[src/rtl/rotary_preset_entry_pkg.sv]
// Shared definitions for the rotary preset entry block: digit indices,
// per-digit BCD limits, switch FSM states, quadrature accumulator limits,
// and small helper functions for the quadrature and BCD arithmetic.
package rotary_preset_entry_pkg;

  localparam logic [1:0] DIG_S1  = 2'd0;
  localparam logic [1:0] DIG_S10 = 2'd1;
  localparam logic [1:0] DIG_M1  = 2'd2;
  localparam logic [1:0] DIG_M10 = 2'd3;

  // Filtered {A,B} level at a mechanical detent.
  localparam logic [1:0] AB_DETENT = 2'b11;

  localparam logic signed [3:0] ACC_MAX = 4'sd4;
  localparam logic signed [3:0] ACC_MIN = -4'sd4;

  typedef enum logic [1:0] {
    SW_IDLE    = 2'd0,
    SW_PRESSED = 2'd1,
    SW_LONG    = 2'd2
  } sw_state_t;

  // Largest legal value of the selected BCD digit (units 9, tens 5).
  function automatic logic [3:0] dig_max(input logic [1:0] sel);
    case (sel)
      DIG_S1:  return 4'd9;
      DIG_S10: return 4'd5;
      DIG_M1:  return 4'd9;
      default: return 4'd5;
    endcase
  endfunction

  // Next {A,B} state when turning clockwise: 11 -> 10 -> 00 -> 01 -> 11.
  function automatic logic [1:0] cw_next(input logic [1:0] ab);
    case (ab)
      2'b11:   return 2'b10;
      2'b10:   return 2'b00;
      2'b00:   return 2'b01;
      default: return 2'b11;
    endcase
  endfunction

  // One BCD digit step with wrap between 0 and vmax.
  function automatic logic [3:0] bcd_step(input logic [3:0] v,
                                          input logic [3:0] vmax,
                                          input logic       up);
    if (up) return (v >= vmax) ? 4'd0 : v + 4'd1;
    else    return (v == 4'd0) ? vmax : v - 4'd1;
  endfunction

endpackage

[src/rtl/rotary_preset_entry_sample_filter.sv]
// Two-flop synchroniser followed by a run-length level filter.
// The filtered level only moves after the synchronised input has disagreed
// with it on FILT_SAMPLES consecutive sample enables.
//   clk      in  system clock
//   rst_n    in  asynchronous active-low reset
//   div_clk  in  sample enable, one clk wide
//   raw      in  asynchronous raw input
//   filt     out filtered level (RST_VAL after reset)
module rotary_preset_entry_sample_filter #(
  parameter int FILT_SAMPLES = 3,
  parameter bit RST_VAL      = 1'b1
) (
  input  logic clk,
  input  logic rst_n,
  input  logic div_clk,
  input  logic raw,
  output logic filt
);

  localparam int CNT_W = (FILT_SAMPLES < 2) ? 1 : $clog2(FILT_SAMPLES);

  logic             sync_p0;
  logic             sync_p1;
  logic [CNT_W-1:0] run_cnt;

  // Stage p0/p1: metastability synchroniser
  always_ff @(posedge clk or negedge rst_n) begin
    if (!rst_n) begin
      sync_p0 <= RST_VAL;
      sync_p1 <= RST_VAL;
    end else begin
      sync_p0 <= raw;
      sync_p1 <= sync_p0;
    end
  end

  // Stage p2: run-length filter, advanced only on sample enables
  always_ff @(posedge clk or negedge rst_n) begin
    if (!rst_n) begin
      run_cnt <= '0;
      filt    <= RST_VAL;
    end else if (div_clk) begin
      if (sync_p1 == filt) begin
        run_cnt <= '0;
      end else if (run_cnt == CNT_W'(FILT_SAMPLES - 1)) begin
        filt    <= sync_p1;
        run_cnt <= '0;
      end else begin
        run_cnt <= run_cnt + CNT_W'(1);
      end
    end
  end

endmodule

[src/rtl/rotary_preset_entry.sv]
// Rotary encoder preset entry: decodes a detented quadrature encoder and its
// push switch, edits a 4-digit BCD mm.ss preset and issues LOAD on long press.
//   CLK        in   system clock
//   RESET      in   asynchronous active-low reset
//   DIV_CLK    in   1 kHz sample enable, one CLK wide
//   ENC_A/B    in   raw encoder phases
//   ENC_SW     in   raw push switch, active-low
//   DIGIT_SEL  out  digit under edit (0=S1,1=S10,2=M1,3=M10)
//   PRESET     out  {M10,M1,S10,S1} BCD
//   STEP_UP    out  one-cycle pulse per clockwise detent
//   STEP_DN    out  one-cycle pulse per counter-clockwise detent
//   LOAD       out  one-cycle pulse on long press
module rotary_preset_entry #(
  parameter int FILT_SAMPLES = 3,
  parameter int LONG_TICKS   = 1000,
  parameter int HOLD_W       = 10
) (
  input  logic        CLK,
  input  logic        RESET,
  input  logic        DIV_CLK,
  input  logic        ENC_A,
  input  logic        ENC_B,
  input  logic        ENC_SW,
  output logic [1:0]  DIGIT_SEL,
  output logic [15:0] PRESET,
  output logic        STEP_UP,
  output logic        STEP_DN,
  output logic        LOAD
);
  import rotary_preset_entry_pkg::*;

  logic              filt_a;
  logic              filt_b;
  logic              filt_sw;
  logic [1:0]        ab_now;
  logic [1:0]        ab_p0;
  logic              sw_p0;
  logic signed [3:0] acc;
  logic signed [3:0] acc_nxt;
  logic              step_up_nxt;
  logic              step_dn_nxt;
  sw_state_t         sw_state;
  logic [HOLD_W-1:0] hold;

  // Accumulator add with clamping to ACC_MIN..ACC_MAX.
  function automatic logic signed [3:0] sat_acc(input logic signed [3:0] a,
                                                input logic signed [3:0] d);
    logic signed [4:0] s;
    s = $signed({a[3], a}) + $signed({d[3], d});
    if (s > ACC_MAX) return ACC_MAX;
    if (s < ACC_MIN) return ACC_MIN;
    return s[3:0];
  endfunction

  // Stage p0..p2: per-input synchroniser and level filter
  rotary_preset_entry_sample_filter #(.FILT_SAMPLES(FILT_SAMPLES), .RST_VAL(1'b1)) u_filt_a (
    .clk(CLK), .rst_n(RESET), .div_clk(DIV_CLK), .raw(ENC_A), .filt(filt_a)
  );
  rotary_preset_entry_sample_filter #(.FILT_SAMPLES(FILT_SAMPLES), .RST_VAL(1'b1)) u_filt_b (
    .clk(CLK), .rst_n(RESET), .div_clk(DIV_CLK), .raw(ENC_B), .filt(filt_b)
  );
  rotary_preset_entry_sample_filter #(.FILT_SAMPLES(FILT_SAMPLES), .RST_VAL(1'b1)) u_filt_sw (
    .clk(CLK), .rst_n(RESET), .div_clk(DIV_CLK), .raw(ENC_SW), .filt(filt_sw)
  );

  assign ab_now = {filt_a, filt_b};

  // Only single-bit Gray moves count; a double-bit jump is ignored entirely.
  always_comb begin
    acc_nxt     = acc;
    step_up_nxt = 1'b0;
    step_dn_nxt = 1'b0;
    if ((ab_now != ab_p0) && (ab_now != ~ab_p0)) begin
      if (ab_now == cw_next(ab_p0)) acc_nxt = sat_acc(acc, 4'sd1);
      else                          acc_nxt = sat_acc(acc, -4'sd1);
      if (ab_now == AB_DETENT) begin
        step_up_nxt = (acc_nxt == ACC_MAX);
        step_dn_nxt = (acc_nxt == ACC_MIN);
        acc_nxt     = '0;
      end
    end
  end

  // Stage p3: step pulses and digit edit (uses DIGIT_SEL before any advance)
  always_ff @(posedge CLK or negedge RESET) begin
    if (!RESET) begin
      ab_p0   <= AB_DETENT;
      acc     <= '0;
      STEP_UP <= 1'b0;
      STEP_DN <= 1'b0;
      PRESET  <= '0;
    end else begin
      ab_p0   <= ab_now;
      acc     <= acc_nxt;
      STEP_UP <= step_up_nxt;
      STEP_DN <= step_dn_nxt;
      if (step_up_nxt || step_dn_nxt)
        PRESET[{DIGIT_SEL, 2'b00} +: 4] <= bcd_step(PRESET[{DIGIT_SEL, 2'b00} +: 4],
                                                    dig_max(DIGIT_SEL), step_up_nxt);
    end
  end

  // Stage p3: switch FSM, digit select and LOAD
  always_ff @(posedge CLK or negedge RESET) begin
    if (!RESET) begin
      sw_state  <= SW_IDLE;
      sw_p0     <= 1'b1;
      hold      <= '0;
      DIGIT_SEL <= DIG_S1;
      LOAD      <= 1'b0;
    end else begin
      sw_p0 <= filt_sw;
      LOAD  <= 1'b0;
      case (sw_state)
        SW_IDLE: begin
          if (sw_p0 && !filt_sw) begin
            sw_state <= SW_PRESSED;
            hold     <= '0;
          end
        end
        SW_PRESSED: begin
          if (filt_sw) begin
            sw_state  <= SW_IDLE;
            DIGIT_SEL <= DIGIT_SEL + 2'd1;
          end else if (DIV_CLK) begin
            if (hold == HOLD_W'(LONG_TICKS - 1)) begin
              sw_state <= SW_LONG;
              LOAD     <= 1'b1;
            end else begin
              hold <= hold + HOLD_W'(1);
            end
          end
        end
        SW_LONG: begin
          if (filt_sw) sw_state <= SW_IDLE;
        end
        default: sw_state <= SW_IDLE;
      endcase
    end
  end

endmodule

[config.mk]
export PLATFORM = sky130hd
export DESIGN_NAME = rotary_preset_entry
export DESIGN_NICKNAME = d
export VERILOG_FILES = /design/src/rtl/rotary_preset_entry_pkg.sv /design/src/rtl/rotary_preset_entry_sample_filter.sv /design/src/rtl/rotary_preset_entry.sv
export SDC_FILE = /design/constraint.sdc
export NUM_CORES = 1
export LEC_CHECK = 0
export BUFFER_PORTS_ARGS = -buffer_cell sky130_fd_sc_hd__buf_4
export CAP_MARGIN = 25
export CORE_AREA = 2 2 91 93
export CTS_CLUSTER_SIZE = 8
export DETAILED_ROUTE_END_ITERATION = 7
export DIE_AREA = 0 0 93 95
export PLACE_DENSITY = 0.63
export SYNTH_ARGS = -nofsm -noshare
export SYNTH_HDL_FRONTEND = slang
export SYNTH_SLANG_ARGS = --single-unit
[constraint.sdc]
create_clock -name CLK -period 2.48 [get_ports CLK]
set_input_delay 0.496 -clock CLK [delete_from_list [all_inputs] [get_ports CLK]]
set_output_delay 0.496 -clock CLK [all_outputs]
set_load 0.03 [all_outputs]
==> results of run 1 <==
[per-stage QoR]
step                      worst slack, ns  cell area, µm²
after CTS                        0.000789            3800
after global placement            -0.0114            3640
final                             -0.0106            3840
after global routing               -0.138            3840
after floorplan                   0.00894            3120
after detailed placement          -0.0874            3640
[power by group through the flow]
stage                     sequential (mW)  clock, mW  combinational [mW]
after detailed placement             1.46          0                2.66
after global routing                 1.47      0.668                3.12
final                                1.43      0.612                2.84
after floorplan                      1.54          0                1.70
after global placement               1.45          0                2.61
after CTS                            1.43      0.639                2.74
[worst max path at each step]
stage / start / endpoint / slack (ns)
after floorplan: DIGIT_SEL[0] / PRESET[12] / 0.009
after global placement: acc[0] / PRESET[15] / -0.01
after detailed placement: acc[0] / PRESET[15] / -0.09
after CTS: acc[1] / PRESET[13] / 0.0008
after global routing: acc[0] / PRESET[1] / -0.14
final: acc[0] / PRESET[1] / -0.01
[cells in the mapped netlist (all sizes together) (3+ instances only)]
cell type	count	area, µm²
and2	3	18.8
a21oi	10	53.8
buf	4	22.5
inv	17	63.8
nand2	26	97.6
xor2	13	114
mux2i	10	100
o21ai	11	55.1
nand3	14	70.1
dfrtp	43	1080
nand4	4	25.0
a221o	3	30.0
nor3b	3	22.5
nor3	5	25.0
mux4	4	90.1
o2bb2ai	12	130
or3	5	31.3
dfstp	12	315
nor2	30	113
clkbuf	7	26.3
ha	15	188
mux2	6	71.3
nand2b	6	37.5
o22ai	4	25.0
a32o	4	40.0
xnor2	6	52.6
nor2b	3	18.8
[flip-flops by register name, summed over array words and instances, names as in the netlist, 2 cells and up]
name	flops
sw_state	2
u_filt_b.run_cnt	2
DIGIT_SEL	2
hold	10
ab_p0	2
PRESET	16
acc	4
u_filt_a.run_cnt	2
u_filt_sw.run_cnt	2
[cell type report]
type                    count  area (µm²)
inverters                  17        63.8
clock buffers               5        68.8
clock inverters             3        47.5
fillers                   744        4090
flip-flops and latches     55        1390
repair buffers             68         510
multi-input cells         215        1620
well taps                 105         131
[worst max-delay path, delay by kind of cell (launching register included)]
kind            cells  cell delay [ns]
flops               1             0.42
simple gates        2             0.80
mux                 1             0.36
fa+ha+maj           1             0.17
buf+inv             1             0.06
compound gates      4             0.62
[kinds of logic after synthesis]
family	count (synthesis)
compound gates	54
xor+xnor	19
fa+ha+maj	15
buf+inv	28
flops	55
mux	20
simple gates	107
[routing by layer]
layer | wire (µm) | track usage | vias up
li1 | - | - | 1179
met1 | 2850 | 0.195 | 1167
met2 | 3130 | 0.254 | 36
met3 | 181 | 0.0287 | 5
met4 | 68 | 0.0404 | 0
met5 | 0 | 0 | -
[what timing repair did]
item / CTS / global route
hold buffers: 0 / 0
resized for setup: 2 / 7
pin swaps: 0 / 2
setup endpoints to repair: 16 / 19
buffers inserted: 4 / 3
==> flow_metrics.py, run 1 <==
metrics = {
    "job": {
        "drv_cap": 0,
    },
    "global_routing": {
        "total_grt_overflow": 0,
        "grt_pass1_wl_um": 10400,
        "gr-usage-all-layers": 0.149,
        "largest_net_degree_at_the_start_of_global_routing": 56,
        "grt_pass1_vias": 2253,
        "antenna_found_initial": 0,
    },
    "pwr": {
        "power_leakage_nw": 1.74,
        "power.combinational.fraction": 0.582,
        "seq_power_share": 0.293,
        "net_sw_frac": 0.412,
        "total_power_mw": 4.88,
        "clock_power_share": 0.125,
        "power_density_over_cell_area_mw_per_mm2": 1270,
        "vdd_drop_max_uv": 484,
        "internal-power_mw": 2.87,
        "net-switching-power_mw": 2.01,
    },
    "place": {
        "hpwl_um": 4620,
        "globalplace.congestion": 0.825,
        "placement.io_buffers": 26,
        "place_inst": 454,
    },
    "critical_path": {
        "timing.critical_path.required_ns": 2.72,
        "critical_path_peak_fanout": 5,
        "crit_chain": "inv_2 > ha_4 > or3_4 > o2111ai_4 > a21oi_2 > o31a_1 > or3b_4 > mux2_4 > o2bb2ai_2",
        "max_stage_delay_ns": 0.43,
        "crit_slowest_cell": "or3b_4",
        "worstSetupStartpointType": "register",
        "r2r_setup_slack_ns": -0.01,
        "rr_startpoint": "acc[0]",
        "r2r.worst_path.cells": 9,
        "setup.worst_path.class": "reg -> reg",
        "worst-endpoint-arrival_ns": 2.73,
        "r2r_end": "PRESET[1]",
        "endpoint_kind": "register",
    },
    "final_layout": {
        "finalNetCount": 383,
        "area_delta_synth_final_pct": 25.1,
        "post_layout_nonfiller_instances": 468,
        "final_common_cell": "buf_4",
        "drive_gt1_frac": 0.331,
        "most_used_cells_in_the_layout_excluding_fill_and_tap_cells": "68 x buf_4, 41 x dfrtp_1, 29 x nor2_1",
        "finalCoreUtilization": 0.484,
        "diodes": 0,
    },
    "synthesis": {
        "main_combinational_cell_family_by_area_after_synthesis": "simple AND/OR/NAND/NOR gates",
        "adder_cell_share_of_the_synthesized_area": 0.0611,
        "synth_flop_cell": "dfrtp_1",
        "synth_sequential_area_ratio": 0.453,
        "post_synth_and_or_nand_nor_area_fraction": 0.170,
        "synth.avg_cell_area_um2": 10.3,
        "ys.warnings.count": 0,
        "synthXorXnorAreaFrac": 0.0542,
        "postSynthCellCount": 298,
        "synth.distinct_cells": 48,
        "postSynthRegisterBits": 55,
        "synth_async_sr_flop_share": 1.00,
        "synth_compound_gate_area_share": 0.139,
        "synth-edff-count": 0,
        "synth_mux_area_frac": 0.0852,
        "synth.cell_area_mm2": 0.00307,
        "synth_nets": 319,
    },
    "routing": {
        "detailedRoute.firstIterationViolations": 116,
        "drt_first_pass_iters": 4,
        "final_antenna_net_count": 0,
        "avgRoutedWirePerCell_um": 13.3,
        "route.final.wire_length_um": 6230,
        "route.detailed.drc": 0,
        "num_vias": 2387,
        "via_per_inst": 5.10,
    },
    "outcome": {
        "result_of_the_run": "finished with violations",
        "failed_checks": "negative setup slack",
    },
    "die": {
        "io-pin-count": 27,
        "floorplan.die.width_um": 93,
        "initial_cell_density_of_the_core": 0.387,
        "core_region_area_mm2": 0.00793,
        "die-area_mm2": 0.00884,
        "placementRows": 33,
        "dieHeight_um": 95,
    },
    "timing": {
        "setup_ws_ns": -0.0106,
        "timing.final.hold_violations": 0,
        "post_route_setup_tns_ns": -0.0106,
        "clock.fmax_ghz": 0.402,
        "grt_setup_unrepaired": "yes",
        "timing.max_slew.rel_slack": 0.542,
        "timing.hold.ws_ns": 0.210,
        "clock-skew-final_ns": 0.00387,
        "finalCritPeriodShare": 1.00,
        "timing_worst_slew_pin_value_ns": 0.687,
        "final-max-slew-violation-count": 0,
        "final-setup-viol-count": 1,
        "min_period_ns": 2.49,
    },
    "clocking": {
        "tritoncts_clock_tree": "done",
        "clock_pin_transition_on_the_worst_setup_and_hold_timing_paths_ns": 0.10,
        "clock_insertion_delay_at_the_later_pin_of_the_skew_report_ns": 0.31,
        "cts_inserted_buffers": 5,
        "library_cell_used_as_clock_root_buffer": "clkbuf_8",
        "cts-root-to-sink-buffers": 2,
        "h-tree-depth": 2,
        "numClockSinks": 55,
    },
    "hold_path": {
        "min-delay-path-class": "in -> async",
    },
}
Note: power is estimated with default switching activity, not from simulation.
==> run 2, diff against run 1 <==
--- a/config.mk
+++ b/config.mk
@@ -12,6 +12,7 @@
 export DETAILED_ROUTE_END_ITERATION = 7
 export DIE_AREA = 0 0 93 95
 export PLACE_DENSITY = 0.63
+export SKIP_CTS_REPAIR_TIMING = 1
 export SYNTH_ARGS = -nofsm -noshare
 export SYNTH_HDL_FRONTEND = slang
 export SYNTH_SLANG_ARGS = --single-unit
==> constraint.sdc (replaced) <==
create_clock -name CLK -period 2.15 [get_ports CLK]
set_input_delay 0.43 -clock CLK [delete_from_list [all_inputs] [get_ports CLK]]
set_output_delay 0.43 -clock CLK [all_outputs]
set_load 0.03 [all_outputs]
==> flow_metrics.py, run 2 (synthesized netlist as in run 1, its figures left out) <==
metrics = {
    "outcome": {
        "result_of_the_run": "finished with violations",
        "failed_checks": "negative setup slack",
    },
    "pwr": {
        "power_density_over_cell_area_mw_per_mm2": 1500,
        "net-switching-power_mw": 2.48,
        "power.combinational.fraction": 0.616,
        "clock_power_share": 0.118,
        "internal-power_mw": 3.62,
        "vdd_drop_max_uv": 498,
        "total_power_mw": 6.11,
        "power_leakage_nw": 1.85,
        "net_sw_frac": 0.407,
        "seq_power_share": 0.266,
    },
    "clocking": {
        "cts-root-to-sink-buffers": 2,
        "library_cell_used_as_clock_root_buffer": "clkbuf_8",
        "cts_inserted_buffers": 5,
        "h-tree-depth": 2,
        "clock_insertion_delay_at_the_later_pin_of_the_skew_report_ns": 0.31,
        "tritoncts_clock_tree": "done",
        "numClockSinks": 55,
        "clock_pin_transition_on_the_worst_setup_and_hold_timing_paths_ns": 0.10,
    },
    "final_layout": {
        "finalCoreUtilization": 0.514,
        "top_register": "PRESET",
        "area_delta_synth_final_pct": 32.7,
        "drive_gt1_frac": 0.412,
        "finalNetCount": 401,
        "final_common_cell": "buf_4",
        "largest_reg_flops": 16,
        "diodes": 0,
        "finalInstanceArea_mm2": 0.00407,
        "most_used_cells_in_the_layout_excluding_fill_and_tap_cells": "83 x buf_4, 39 x dfrtp_1, 28 x nor2_1",
        "top_regs": "PRESET (16), hold (10), acc (4)",
    },
    "job": {
        "drv_cap": 0,
    },
    "die": {
        "io-pin-count": 27,
        "dieHeight_um": 95,
        "placementRows": 33,
        "core_region_area_mm2": 0.00793,
        "floorplan.die.width_um": 93,
        "die-area_mm2": 0.00884,
        "initial_cell_density_of_the_core": 0.387,
    },
    "critical_path": {
        "worstSetupStartpointType": "register",
        "r2r_setup_slack_ns": -0.31,
        "critical_path_peak_fanout": 5,
        "worst-endpoint-arrival_ns": 2.70,
        "setup.worst_path.class": "reg -> reg",
        "endpoint_kind": "register",
        "timing.critical_path.required_ns": 2.39,
    },
    "place": {
        "detailed_place.area_mm2": 0.00385,
        "globalplace.congestion": 0.865,
        "hpwl_um": 4930,
        "placement.io_buffers": 26,
    },
    "routing": {
        "avgRoutedWirePerCell_um": 13.8,
        "final_antenna_net_count": 0,
        "via_per_inst": 4.90,
        "num_vias": 2379,
        "drt_first_pass_iters": 4,
        "route.detailed.drc": 0,
        "detailedRoute.firstIterationViolations": 125,
        "route.final.wire_length_um": 6700,
    },
    "global_routing": {
        "grt_pass1_vias": 2370,
        "antenna_found_initial": 0,
        "total_grt_overflow": 0,
        "grt_pass1_wl_um": 10900,
        "gr-usage-all-layers": 0.156,
        "largest_net_degree_at_the_start_of_global_routing": 56,
    },
    "timing": {
        "final-setup-viol-count": 17,
        "final-max-slew-violation-count": 0,
        "timing_worst_slew_pin_value_ns": 0.688,
        "grt_setup_unrepaired": "yes",
        "timing.max_slew.rel_slack": 0.541,
        "finalCritPeriodShare": 1.14,
        "setup_ws_ns": -0.305,
        "min_period_ns": 2.46,
        "clock-skew-final_ns": 0.00585,
        "timing.hold.ws_ns": 0.152,
        "timing.final.hold_violations": 0,
        "clock.fmax_ghz": 0.407,
    },
    "hold_path": {
        "min-delay-path-class": "in -> async",
    },
}
[run 2: changes by cell type in the layout (fill, tap and decap cells not counted), moves of 3 or more]
| cell | previous run | this run |
|---|---|---|
| buf_4 | 68 | 83 |
| ha_1 | 13 | 9 |
| ha_2 | 0 | 3 |
| nand2_1 | 26 | 22 |
| nand2_2 | 0 | 4 |
[run 2: layout make-up]
cell class              instances  area (µm²)
fillers                       707        3850
multi-input cells             215        1700
flip-flops and latches         55        1400
repair buffers                 86         666
well taps                     105         131
clock buffers                   6        82.6
inverters                      17        63.8
clock inverters                 2        35.0
[run 2: metrics by stage]
stage	worst slack, ns	std cells	setup TNS [ns]
6_report	-0.305	486	-4.07
2_1_floorplan	-0.301	298	-3.87
3_5_place_dp	-0.413	474	-5.23
4_1_cts	-0.424	482	-5.54
5_1_grt	-0.393	486	-5.78
3_3_place_gp	-0.291	474	-3.91
[run 2: layer usage]
layer | global-route usage | part of all wire | vias to the layer above
met2 | 0.274 | 0.51 | 24
met4 | 0.0404 | 0.010 | 0
met3 | 0.0295 | 0.026 | 6
li1 | - | - | 1211
met1 | 0.197 | 0.46 | 1138
met5 | 0 | 0 | -
[run 2: critical path, cell delays in order, from the launching register on]
cell and delay (ns):
dfrtp_2 0.45, ha_2 0.18, or3_4 0.36, o2111ai_2 0.09, a21oi_2 0.10, o31a_1 0.28, or3b_4 0.43, mux2_4 0.36
o2bb2ai_2 0.14
[run 2: path summary, 6_finish.rpt]
| path | start | endpoint | cells after the start |
|---|---|---|---|
| max in group asynchronous | RESET | DIGIT_SEL[1] | 1 |
| worst min-delay path | RESET | u_filt_sw.run_cnt[0] | 1 |
| worst max-delay path | acc[0] | PRESET[1] | 8 |
| worst min register to register | u_filt_sw.sync_p0 | u_filt_sw.sync_p1 | 0 |
| worst max register to register | acc[0] | PRESET[1] | 8 |
| min in group CLK | ENC_A | u_filt_a.sync_p0 | 1 |
[run 2: power by group through the flow]
stage	combinational, mW	sequential [mW]	clock [mW]
2_1_floorplan	2.02	1.78	0
3_3_place_gp	3.37	1.64	0
3_5_place_dp	3.45	1.65	0
4_1_cts	3.47	1.63	0.742
5_1_grt	4.10	1.67	0.775
6_report	3.76	1.63	0.721
